===== src/rtl/countdown_req_pkg.sv =====
// Shared types and default sizing for the countdown request master.
package countdown_req_pkg;

  typedef enum logic {IDLE, REQ} req_state_t;

  localparam int DEF_LEN_W       = 4;
  localparam int DEF_WAIT_W      = 4;
  localparam int DEF_MAX_WAIT    = 10;
  localparam int DEF_BUSY_CYCLES = 10;

endpackage


===== src/rtl/countdown_req_master_if.sv =====
// Command and request handshake bundle between upstream, the request master and its consumer.
interface countdown_req_master_if
  import countdown_req_pkg::*;
#(
  parameter int LEN_W = DEF_LEN_W
);
  logic             start_valid;
  logic             start_ready;
  logic [LEN_W-1:0] burst_len;
  logic             valid_out;
  logic             ready_in;

  modport master (
    input  start_valid, burst_len, ready_in,
    output start_ready, valid_out
  );

  modport slave (
    output start_valid, burst_len, ready_in,
    input  start_ready, valid_out
  );
endinterface


===== src/rtl/countdown_req_master_stall_watchdog.sv =====
// Consecutive-stall counter with saturation and a sticky timeout flag.
module req_stall_watchdog
  import countdown_req_pkg::*;
#(
  parameter int WAIT_W   = DEF_WAIT_W,
  parameter int MAX_WAIT = DEF_MAX_WAIT
) (
  input  logic              clk,
  input  logic              rst,
  input  logic              stall,
  input  logic              clear,
  input  logic              err_clr,
  output logic [WAIT_W-1:0] wait_cnt,
  output logic              err_timeout
);
  localparam logic [WAIT_W-1:0] WAIT_SAT = '1;
  localparam logic [WAIT_W-1:0] WAIT_LIM = WAIT_W'(MAX_WAIT);

  logic [WAIT_W-1:0] wait_cnt_q, wait_cnt_d;
  logic              err_timeout_q, err_timeout_d;
  logic              timeout_hit;

  // NOTE: every comb output gets a default first so no path leaves a latch.
  always_comb begin
    wait_cnt_d  = wait_cnt_q;
    timeout_hit = stall && (wait_cnt_q == WAIT_LIM);
    if (clear) begin
      wait_cnt_d = '0;
    end else if (stall && (wait_cnt_q != WAIT_SAT)) begin
      wait_cnt_d = wait_cnt_q + WAIT_W'(1);
    end
    // A new timeout outranks a simultaneous clear request.
    err_timeout_d = timeout_hit ? 1'b1 : (err_clr ? 1'b0 : err_timeout_q);
  end

  // NOTE: reset is synchronous active-low; state updates use non-blocking assignments only.
  always_ff @(posedge clk) begin
    if (!rst) begin
      wait_cnt_q    <= '0;
      err_timeout_q <= 1'b0;
    end else begin
      wait_cnt_q    <= wait_cnt_d;
      err_timeout_q <= err_timeout_d;
    end
  end

  assign wait_cnt    = wait_cnt_q;
  assign err_timeout = err_timeout_q;
endmodule


===== src/rtl/countdown_req_master.sv =====
// Burst request initiator with valid-hold, stall watchdog and completion pulse.
// Optional consumer busy-time monitor enabled by COUNTDOWN_REQ_PROTO_CHECK_EN.
module countdown_req_master
  import countdown_req_pkg::*;
#(
  parameter int LEN_W    = DEF_LEN_W,
  parameter int MAX_WAIT = DEF_MAX_WAIT,
  parameter int WAIT_W   = DEF_WAIT_W
`ifdef COUNTDOWN_REQ_PROTO_CHECK_EN
  , parameter int BUSY_CYCLES = DEF_BUSY_CYCLES
`endif
) (
  input  logic                   clk,
  input  logic                   rst,
  countdown_req_master_if.master bus,
  output logic                   done,
  output logic [LEN_W-1:0]       remaining,
  output logic [WAIT_W-1:0]      wait_cnt,
  output logic [7:0]             acc_cnt,
  input  logic                   err_clr,
  output logic                   err_timeout
`ifdef COUNTDOWN_REQ_PROTO_CHECK_EN
  , output logic                 err_proto
`endif
);
  req_state_t       state_q, state_d;
  logic [LEN_W-1:0] remaining_q, remaining_d;
  logic             valid_q, valid_d;
  logic             done_q, done_d;
  logic [7:0]       acc_q, acc_d;
  logic             handshake;

  assign handshake = valid_q && bus.ready_in;

  always_comb begin
    state_d     = state_q;
    remaining_d = remaining_q;
    valid_d     = valid_q;
    done_d      = 1'b0;
    acc_d       = acc_q;
    unique case (state_q)
      IDLE: begin
        valid_d = 1'b0;
        if (bus.start_valid) begin
          if (bus.burst_len != '0) begin
            state_d     = REQ;
            remaining_d = bus.burst_len;
            valid_d     = 1'b1;
          end else begin
            done_d = 1'b1;
          end
        end
      end
      REQ: begin
        // Valid is held until the consumer takes the request, timeout or not.
        valid_d = 1'b1;
        if (handshake) begin
          remaining_d = remaining_q - LEN_W'(1);
          acc_d       = acc_q + 8'd1;
          if (remaining_q == LEN_W'(1)) begin
            state_d = IDLE;
            valid_d = 1'b0;
            done_d  = 1'b1;
          end
        end
      end
      default: state_d = IDLE;
    endcase
  end

  always_ff @(posedge clk) begin
    if (!rst) begin
      state_q     <= IDLE;
      remaining_q <= '0;
      valid_q     <= 1'b0;
      done_q      <= 1'b0;
      acc_q       <= '0;
    end else begin
      state_q     <= state_d;
      remaining_q <= remaining_d;
      valid_q     <= valid_d;
      done_q      <= done_d;
      acc_q       <= acc_d;
    end
  end

  req_stall_watchdog #(
    .WAIT_W   (WAIT_W),
    .MAX_WAIT (MAX_WAIT)
  ) u_watchdog (
    .clk         (clk),
    .rst         (rst),
    .stall       (valid_q && !bus.ready_in),
    .clear       (handshake || (state_q == IDLE)),
    .err_clr     (err_clr),
    .wait_cnt    (wait_cnt),
    .err_timeout (err_timeout)
  );

  assign bus.start_ready = (state_q == IDLE);
  assign bus.valid_out   = valid_q;
  assign done            = done_q;
  assign remaining       = remaining_q;
  assign acc_cnt         = acc_q;

`ifdef COUNTDOWN_REQ_PROTO_CHECK_EN
  localparam int BW = $clog2(BUSY_CYCLES + 2);

  logic [BW-1:0] busy_q, busy_d;
  logic          mon_q, mon_d;
  logic          err_proto_q, err_proto_d;
  logic          proto_hit;

  // After each accept the consumer must stay low exactly BUSY_CYCLES cycles.
  always_comb begin
    busy_d    = busy_q;
    mon_d     = mon_q;
    proto_hit = 1'b0;
    if (mon_q) begin
      if (!bus.ready_in) begin
        if (busy_q != '1) busy_d = busy_q + BW'(1);
      end else begin
        proto_hit = (busy_q != BW'(BUSY_CYCLES));
        mon_d     = 1'b0;
      end
    end
    if (handshake) begin
      mon_d  = 1'b1;
      busy_d = '0;
    end
    err_proto_d = proto_hit ? 1'b1 : (err_clr ? 1'b0 : err_proto_q);
  end

  always_ff @(posedge clk) begin
    if (!rst) begin
      busy_q      <= '0;
      mon_q       <= 1'b0;
      err_proto_q <= 1'b0;
    end else begin
      busy_q      <= busy_d;
      mon_q       <= mon_d;
      err_proto_q <= err_proto_d;
    end
  end

  assign err_proto = err_proto_q;
`endif
endmodule


===== src/flat_wrapper.sv =====
// flat-port wrapper written by rule: the top's interface ports become plain ports
module countdown_req_master_flat import countdown_req_pkg::*;
#(
  parameter int LEN_W    = DEF_LEN_W,
  parameter int MAX_WAIT = DEF_MAX_WAIT,
  parameter int WAIT_W   = DEF_WAIT_W

)
  (clk, rst, done, remaining, wait_cnt, acc_cnt, err_clr, err_timeout, bus_start_valid, bus_burst_len, bus_ready_in, bus_start_ready, bus_valid_out);
  countdown_req_master_if #(.LEN_W(LEN_W)) bus_i ();
  input  logic clk;
  input  logic rst;
  output logic done;
  output logic [LEN_W-1:0] remaining;
  output logic [WAIT_W-1:0] wait_cnt;
  output logic [7:0] acc_cnt;
  input  logic err_clr;
  output logic err_timeout;
  input wire logic [$bits(bus_i.start_valid)-1:0] bus_start_valid;
  input wire logic [$bits(bus_i.burst_len)-1:0] bus_burst_len;
  input wire logic [$bits(bus_i.ready_in)-1:0] bus_ready_in;
  output wire logic [$bits(bus_i.start_ready)-1:0] bus_start_ready;
  output wire logic [$bits(bus_i.valid_out)-1:0] bus_valid_out;
  assign bus_i.start_valid = bus_start_valid;
  assign bus_i.burst_len = bus_burst_len;
  assign bus_i.ready_in = bus_ready_in;
  assign bus_start_ready = bus_i.start_ready;
  assign bus_valid_out = bus_i.valid_out;
  countdown_req_master #(.LEN_W(LEN_W), .MAX_WAIT(MAX_WAIT), .WAIT_W(WAIT_W)) u_core (.clk(clk), .rst(rst), .bus(bus_i), .done(done), .remaining(remaining), .wait_cnt(wait_cnt), .acc_cnt(acc_cnt), .err_clr(err_clr), .err_timeout(err_timeout));
endmodule

===== config.mk =====
export PLATFORM = sky130hd
export DESIGN_NAME = countdown_req_master_flat
export DESIGN_NICKNAME = d
export VERILOG_FILES = /design/src/rtl/countdown_req_pkg.sv /design/src/rtl/countdown_req_master_if.sv /design/src/rtl/countdown_req_master_stall_watchdog.sv /design/src/rtl/countdown_req_master.sv /design/src/flat_wrapper.sv
export SDC_FILE = /design/constraint.sdc
export NUM_CORES = 1
export LEC_CHECK = 0
export CAP_MARGIN = 20
export CORE_UTILIZATION = 49
export DETAILED_ROUTE_END_ITERATION = 6
export HOLD_SLACK_MARGIN = 0.08
export PLACE_DENSITY = 0.95
export REMOVE_ABC_BUFFERS = 1
export SLEW_MARGIN = 20
export SYNTH_ARGS = -nofsm -noshare
export SYNTH_HDL_FRONTEND = slang
export SYNTH_SLANG_ARGS = --single-unit

===== constraint.sdc =====
create_clock -name clk -period 2.7 [get_ports clk]
set_input_delay 0.405 -clock clk [delete_from_list [all_inputs] [get_ports clk]]
set_output_delay 0.405 -clock clk [all_outputs]
set_load 0.01 [all_outputs]

Word level (Yosys, flattened, before mapping)
Index checks and enable logic that the tools add are counted.
{"block": "word_totals", "inputBits": 9, "latchBits": 0, "mem_bits_rw": 0, "memories": 0, "ff_bits": 19, "word_cells": 44, "rom_bits": 0, "output_inout_bits": 20}
{"block": "classes", "multipliers": 0, "n_div": 0, "eq_ne": 6, "shifts": 0, "bitwise": 2, "n_lt_le_gt_ge": 0, "addsub": 3, "reduce_logical": 11, "mux": 16}
{"operator": "$mux W4", "count": 3}
{"operator": "$mux W1", "count": 10}
{"operator": "$add A8 B1 Y8 const B", "count": 1}
{"operator": "$pmux W4 S2", "count": 1}
{"operator": "$add A4 B1 Y4 const B", "count": 1}
{"operator": "$eq A4 B1 Y1 const B", "count": 1}
{"operator": "$eq A4 B4 Y1 const B", "count": 1}
{"operator": "$logic_and A1 B1 Y1", "count": 4}
{"operator": "$ne A2 B2 Y1 const B", "count": 2}
{"operator": "$ne A4 B4 Y1 const B", "count": 1}
{"operator": "$pmux W1 S2", "count": 2}
{"operator": "$reduce_bool A4 Y1", "count": 1}
{"operator": "$sub A4 B1 Y4 const B", "count": 1}
{"operator": "$reduce_and A3 Y1", "count": 1}
{"operator": "$ne A2 B1 Y1 const B", "count": 1}
{"operator": "$not A1 Y1", "count": 2}
{"operator": "$reduce_and A2 Y1", "count": 1}
{"operator": "$reduce_bool A2 Y1", "count": 1}
{"operator": "$reduce_or A2 Y1", "count": 1}
{"operator": "$logic_not A1 Y1", "count": 1}
{"operator": "$logic_or A1 B1 Y1", "count": 1}

Depth between registers and ports, before layout
{"block": "depth", "ltp_word": 4, "ltp_mapped": 5, "depth_no_buf": 5}

Modules after synthesis
A second synthesis with hierarchy kept.
{"block": "unflattened", "cells_unflattened": 113, "hier_area_um2": 977.2}
{"module": "countdown_req_master", "cells_per_inst": 87, "instances": 1, "area_each_um2": 733.2, "seq_area_each_um2": 280.3}
{"module": "req_stall_watchdog", "cells_per_inst": 26, "instances": 1, "area_each_um2": 244.0, "seq_area_each_um2": 100.1}

Worst setup path before layout
OpenSTA, ideal clock, no wires.
{"block": "synth_path", "path_kind": "input port to flip-flop", "startpoint": "input bus_burst_len[2]", "endpoint": "register u_core.remaining_q[1], in the netlist u_core.remaining[1]", "arrival_ps": 1270, "path_slack_ps": 1359, "required_ps": 2628, "cell_stages": 3, "path_cell_list": "or4_4 a21oi_2 mux2i_1"}
{"block": "synth_via", "elab_chain_len": 3}
{"item": "from (decl)", "line": "flat_wrapper.sv:20", "rtl": "input wire logic [$bits(bus_i.burst_len)-1:0] bus_burst_len;"}
{"item": "$reduce_bool A4 Y1", "line": "countdown_req_master.sv:45", "rtl": "if (bus.burst_len != '0) begin"}
{"item": "$ne A2 B1 Y1 (no source line)"}
{"item": "$reduce_and A3 Y1 (no source line)"}
{"item": "to (signal assigned)", "line": "countdown_req_master.sv:80", "rtl": "remaining_q <= remaining_d;"}
{"item": "to (decl)", "line": "countdown_req_master.sv:27", "rtl": "logic [LEN_W-1:0] remaining_q, remaining_d;"}
No other way between the ends.
A chain may end at the register's enable or synchronous reset.

Worst setup path after layout
{"block": "layout_path", "startpoint": "register u_core.state_q", "endpoint": "output bus_start_ready"}
{"block": "layout_via", "elab_chain_len": 1}
{"item": "from (decl)", "line": "countdown_req_master.sv:26", "rtl": "req_state_t state_q, state_d;"}
{"item": "from (signal assigned)", "line": "countdown_req_master.sv:79", "rtl": "state_q <= state_d;"}
{"item": "$not A1 Y1", "line": "countdown_req_master.sv:100", "rtl": "assign bus.start_ready = (state_q == IDLE);"}
{"item": "to (decl)", "line": "flat_wrapper.sv:22", "rtl": "output wire logic [$bits(bus_i.start_ready)-1:0] bus_start_ready;"}
No other way between the ends.

==> results.py <==
metrics = {
    "outcome": {
        "status": "finished, final reports clean",
    },
    "global_route": {
        "grt-ovfl-total": 0,
        "grt_pass1_wl_um": 3390,
        "antenna_found_initial": 0,
        "grtUsageTotal": 0.221,
        "grt_pass1_vias": 825,
        "grt_max_degree": 17,
    },
    "timing": {
        "finalMaxSlewViolations": 0,
        "clock-skew-final_ps": 2.10,
        "fmaxAchievable_mhz": 495,
        "period_needed_ps": 2020,
        "setup-tns-final_ps": 0,
        "slew_headroom": 0.636,
        "setup_viol": 0,
        "post-route-period-util": 0.749,
        "tightest_slew_ps": 541,
        "rsz0062_at_grt": "no",
        "finalHoldViolations": 0,
    },
    "critical_path": {
        "criticalPathCategory": "reg2out",
        "worstPathArrival_ps": 1620,
        "max_stage_delay_ps": 660,
        "end_kind": "output port",
        "crit_slowest_cell": "dfxtp_1",
        "reg2reg_depth": 3,
        "cp-start-kind": "flop",
        "worst_r2r_endpoint": "u_core.remaining[3]",
        "reg2reg_from": "u_core.state_q",
        "crit_start": "u_core.state_q",
        "path_cells": "inv_1 -> clkdlybuf4s50_1",
        "crit_required_ps": 2300,
        "crit_path_max_fanout": 16,
        "regToRegSetupSlack_ps": 1120,
    },
    "pwr": {
        "pwr-share-comb": 0.174,
        "pwr-share-seq": 0.562,
        "power_frac_clock": 0.264,
        "p_leak_uw": 0.000438,
        "internal_power_uw": 395,
        "p_switching_uw": 148,
        "peakVddDrop_uv": 294,
        "switching_share": 0.273,
        "powerDensity_nw_per_um2": 425,
    },
    "place": {
        "place_inst": 163,
        "dp_hpwl_um": 1690,
        "io_buffers": 28,
        "gp_congestion": 0.875,
    },
    "hold_path": {
        "min_from": "u_core.u_watchdog.err_timeout",
        "worstHoldPathCells": 2,
        "min_to": "u_core.u_watchdog.err_timeout",
        "hold_class": "reg2reg",
    },
    "synthesis": {
        "yosysSeqAreaShare": 0.401,
        "yosysMostFrequentCell": "dfxtp_1",
        "yosys.area.top_type": "dfxtp_1",
        "synthTopCellsByCount": "dfxtp_1 (19), nand2_1 (11), a21oi_1 (8), inv_1 (8), nor2_1 (8)",
        "synth_top_area_share": 0.401,
        "yosysWarnings": 0,
        "ys_ff_latch": 19,
        "avgSynthCellArea_sq_um": 8.48,
        "synthArstFlopShare": 0,
        "syn_area_sq_um": 950,
        "yosysUniqueCellTypes": 38,
        "synth_area_leaders": "dfxtp_1 (40%), ha_1 (6.6%), nand2_1 (4.3%), a21oi_1 (4.2%), nand3_1 (3.2%)",
        "netlist_instances": 112,
        "synth_flop_cell": "dfxtp_1",
        "synth-edff-count": 0,
    },
    "clocking": {
        "cts_resized": 0,
        "cts_tree": "built",
        "cts_setup_buffers": 0,
        "clock_sinks": 19,
        "clk_pin_slew_ps": 110,
        "cts_root_buf": "clkbuf_4",
        "ctsHoldBuffers": 0,
        "clockBufferDepth": 2,
        "clkLatencyLatePin_ps": 290,
        "h-tree-depth": 1,
        "numCtsBuffers": 3,
    },
    "routing": {
        "drtAntennaViolNets": 0,
        "postRouteWirelength_um": 2160,
        "dr.first_iter.drc_count": 28,
        "vias_per_cell": 5.59,
        "avgRoutedWirePerCell_um": 12.9,
        "drc": 0,
        "firstDrtPassIters": 4,
        "num_vias": 934,
    },
    "cells_and_area": {
        "nets": 157,
        "layout-drive-gt1-share": 0.0563,
        "diodes": 0,
        "area_delta_synth_final_pct": 34.8,
        "layout.cells.non_filler": 167,
    },
    "die": {
        "dieArea_sq_um": 2120,
        "start_util": 0.538,
        "die_w_um": 46.0,
        "io_pins": 29,
        "chipHeight_um": 46.0,
        "std_cell_rows": 15,
        "core_sq_um": 1760,
    },
    "run": {
        "drv_cap": 0,
    },
}
[worst max-delay path by stage]
stage | to | slack, ps | cells after the start
finish | bus_start_ready | 680 | 2
global route | bus_start_ready | 590 | 2
CTS | bus_start_ready | 670 | 2
floorplan | u_core.acc_cnt[5] | 1300 | 3
detailed placement | u_core.acc_cnt[5] | 830 | 4
global placement | u_core.acc_cnt[5] | 880 | 4
[sequential cells by signal, indices dropped and copies added (netlist names)]
| signal | cells |
|---|---|
| u_core.u_watchdog.wait_cnt | 4 |
| u_core.state_q | 1 |
| u_core.u_watchdog.err_timeout | 1 |
| u_core.done | 1 |
| u_core.remaining | 4 |
| u_core.acc_cnt | 8 |
[cells by family (layout without fill, tap and decap cells)]
family	count (synthesis)	after routing	share of synthesized area
adder cells (fa/ha/maj)	5	5	0.0659
AO/OA/AOI/OAI	25	25	0.170
flip-flops	19	19	0.401
buffers and inverters	10	40	0.0408
XOR/XNOR	3	3	0.0277
AND/OR/NAND/NOR	48	48	0.274
multiplexers	2	2	0.0211
[worst max-delay path, delay by kind of cell (launching register included)]
kind                   cells  cell delay (ps)
buffers and inverters      2              670
DFF                        1              660
[layout by cell type (no fill, tap or decap), drive strengths merged, types with 2 or more instances in the layout]
cell type and n:
nor2 8, mux2i 2, clkdlybuf4s50 28, o21ai 4, nand2 12, dfxtp 19
nand3 6, a31oi 3, nor4 2, xnor2 2, clkbuf 3, or3 4
nor3 2, inv 8, or4 2, ha 5, o31ai 3, nand2b 3
a21oi 9
[through the flow]
step	worst slack [ps]	power [uW]	area, sq um	utilization	hold slack (ps)
final	679	544	1280	0.726	477
after detailed placement	827	406	1250	0.710	465
after global placement	875	403	1250	0.710	456
after global routing	591	570	1280	0.726	509
after CTS	674	546	1280	0.726	481
after floorplan	1300	355	941	-	486
[power groups by stage]
| stage | logic (uW) | registers [uW] | clock network, uW |
|---|---|---|---|
| 2_1_floorplan | 42.4 | 313 | 0 |
| 3_3_place_gp | 91.3 | 311 | 0 |
| 3_5_place_dp | 94.0 | 312 | 0 |
| 4_1_cts | 94.3 | 305 | 146 |
| 5_1_grt | 103 | 308 | 160 |
| 6_report | 94.4 | 306 | 144 |
[cell type report]
class | count | area [sq um]
Sequential cell | 19 | 380
Clock inverter | 1 | 5.00
Clock buffer | 3 | 22.5
Inverter | 8 | 30.0
Timing Repair Buffer | 28 | 280
Fill cell | 145 | 484
Tap cell | 25 | 31.3
Multi-Input combinational cell | 83 | 531
[metal layers]
layer	wire length (um)	vias to the layer above	share of wire	GRT usage
met3	140	2	0.065	0.0437
met4	7	0	0.0032	0.0529
li1	-	466	-	-
met2	1080	32	0.50	0.403
met1	927	434	0.43	0.261
met5	0	-	0	0
Power figures use the tool's default switching activity.
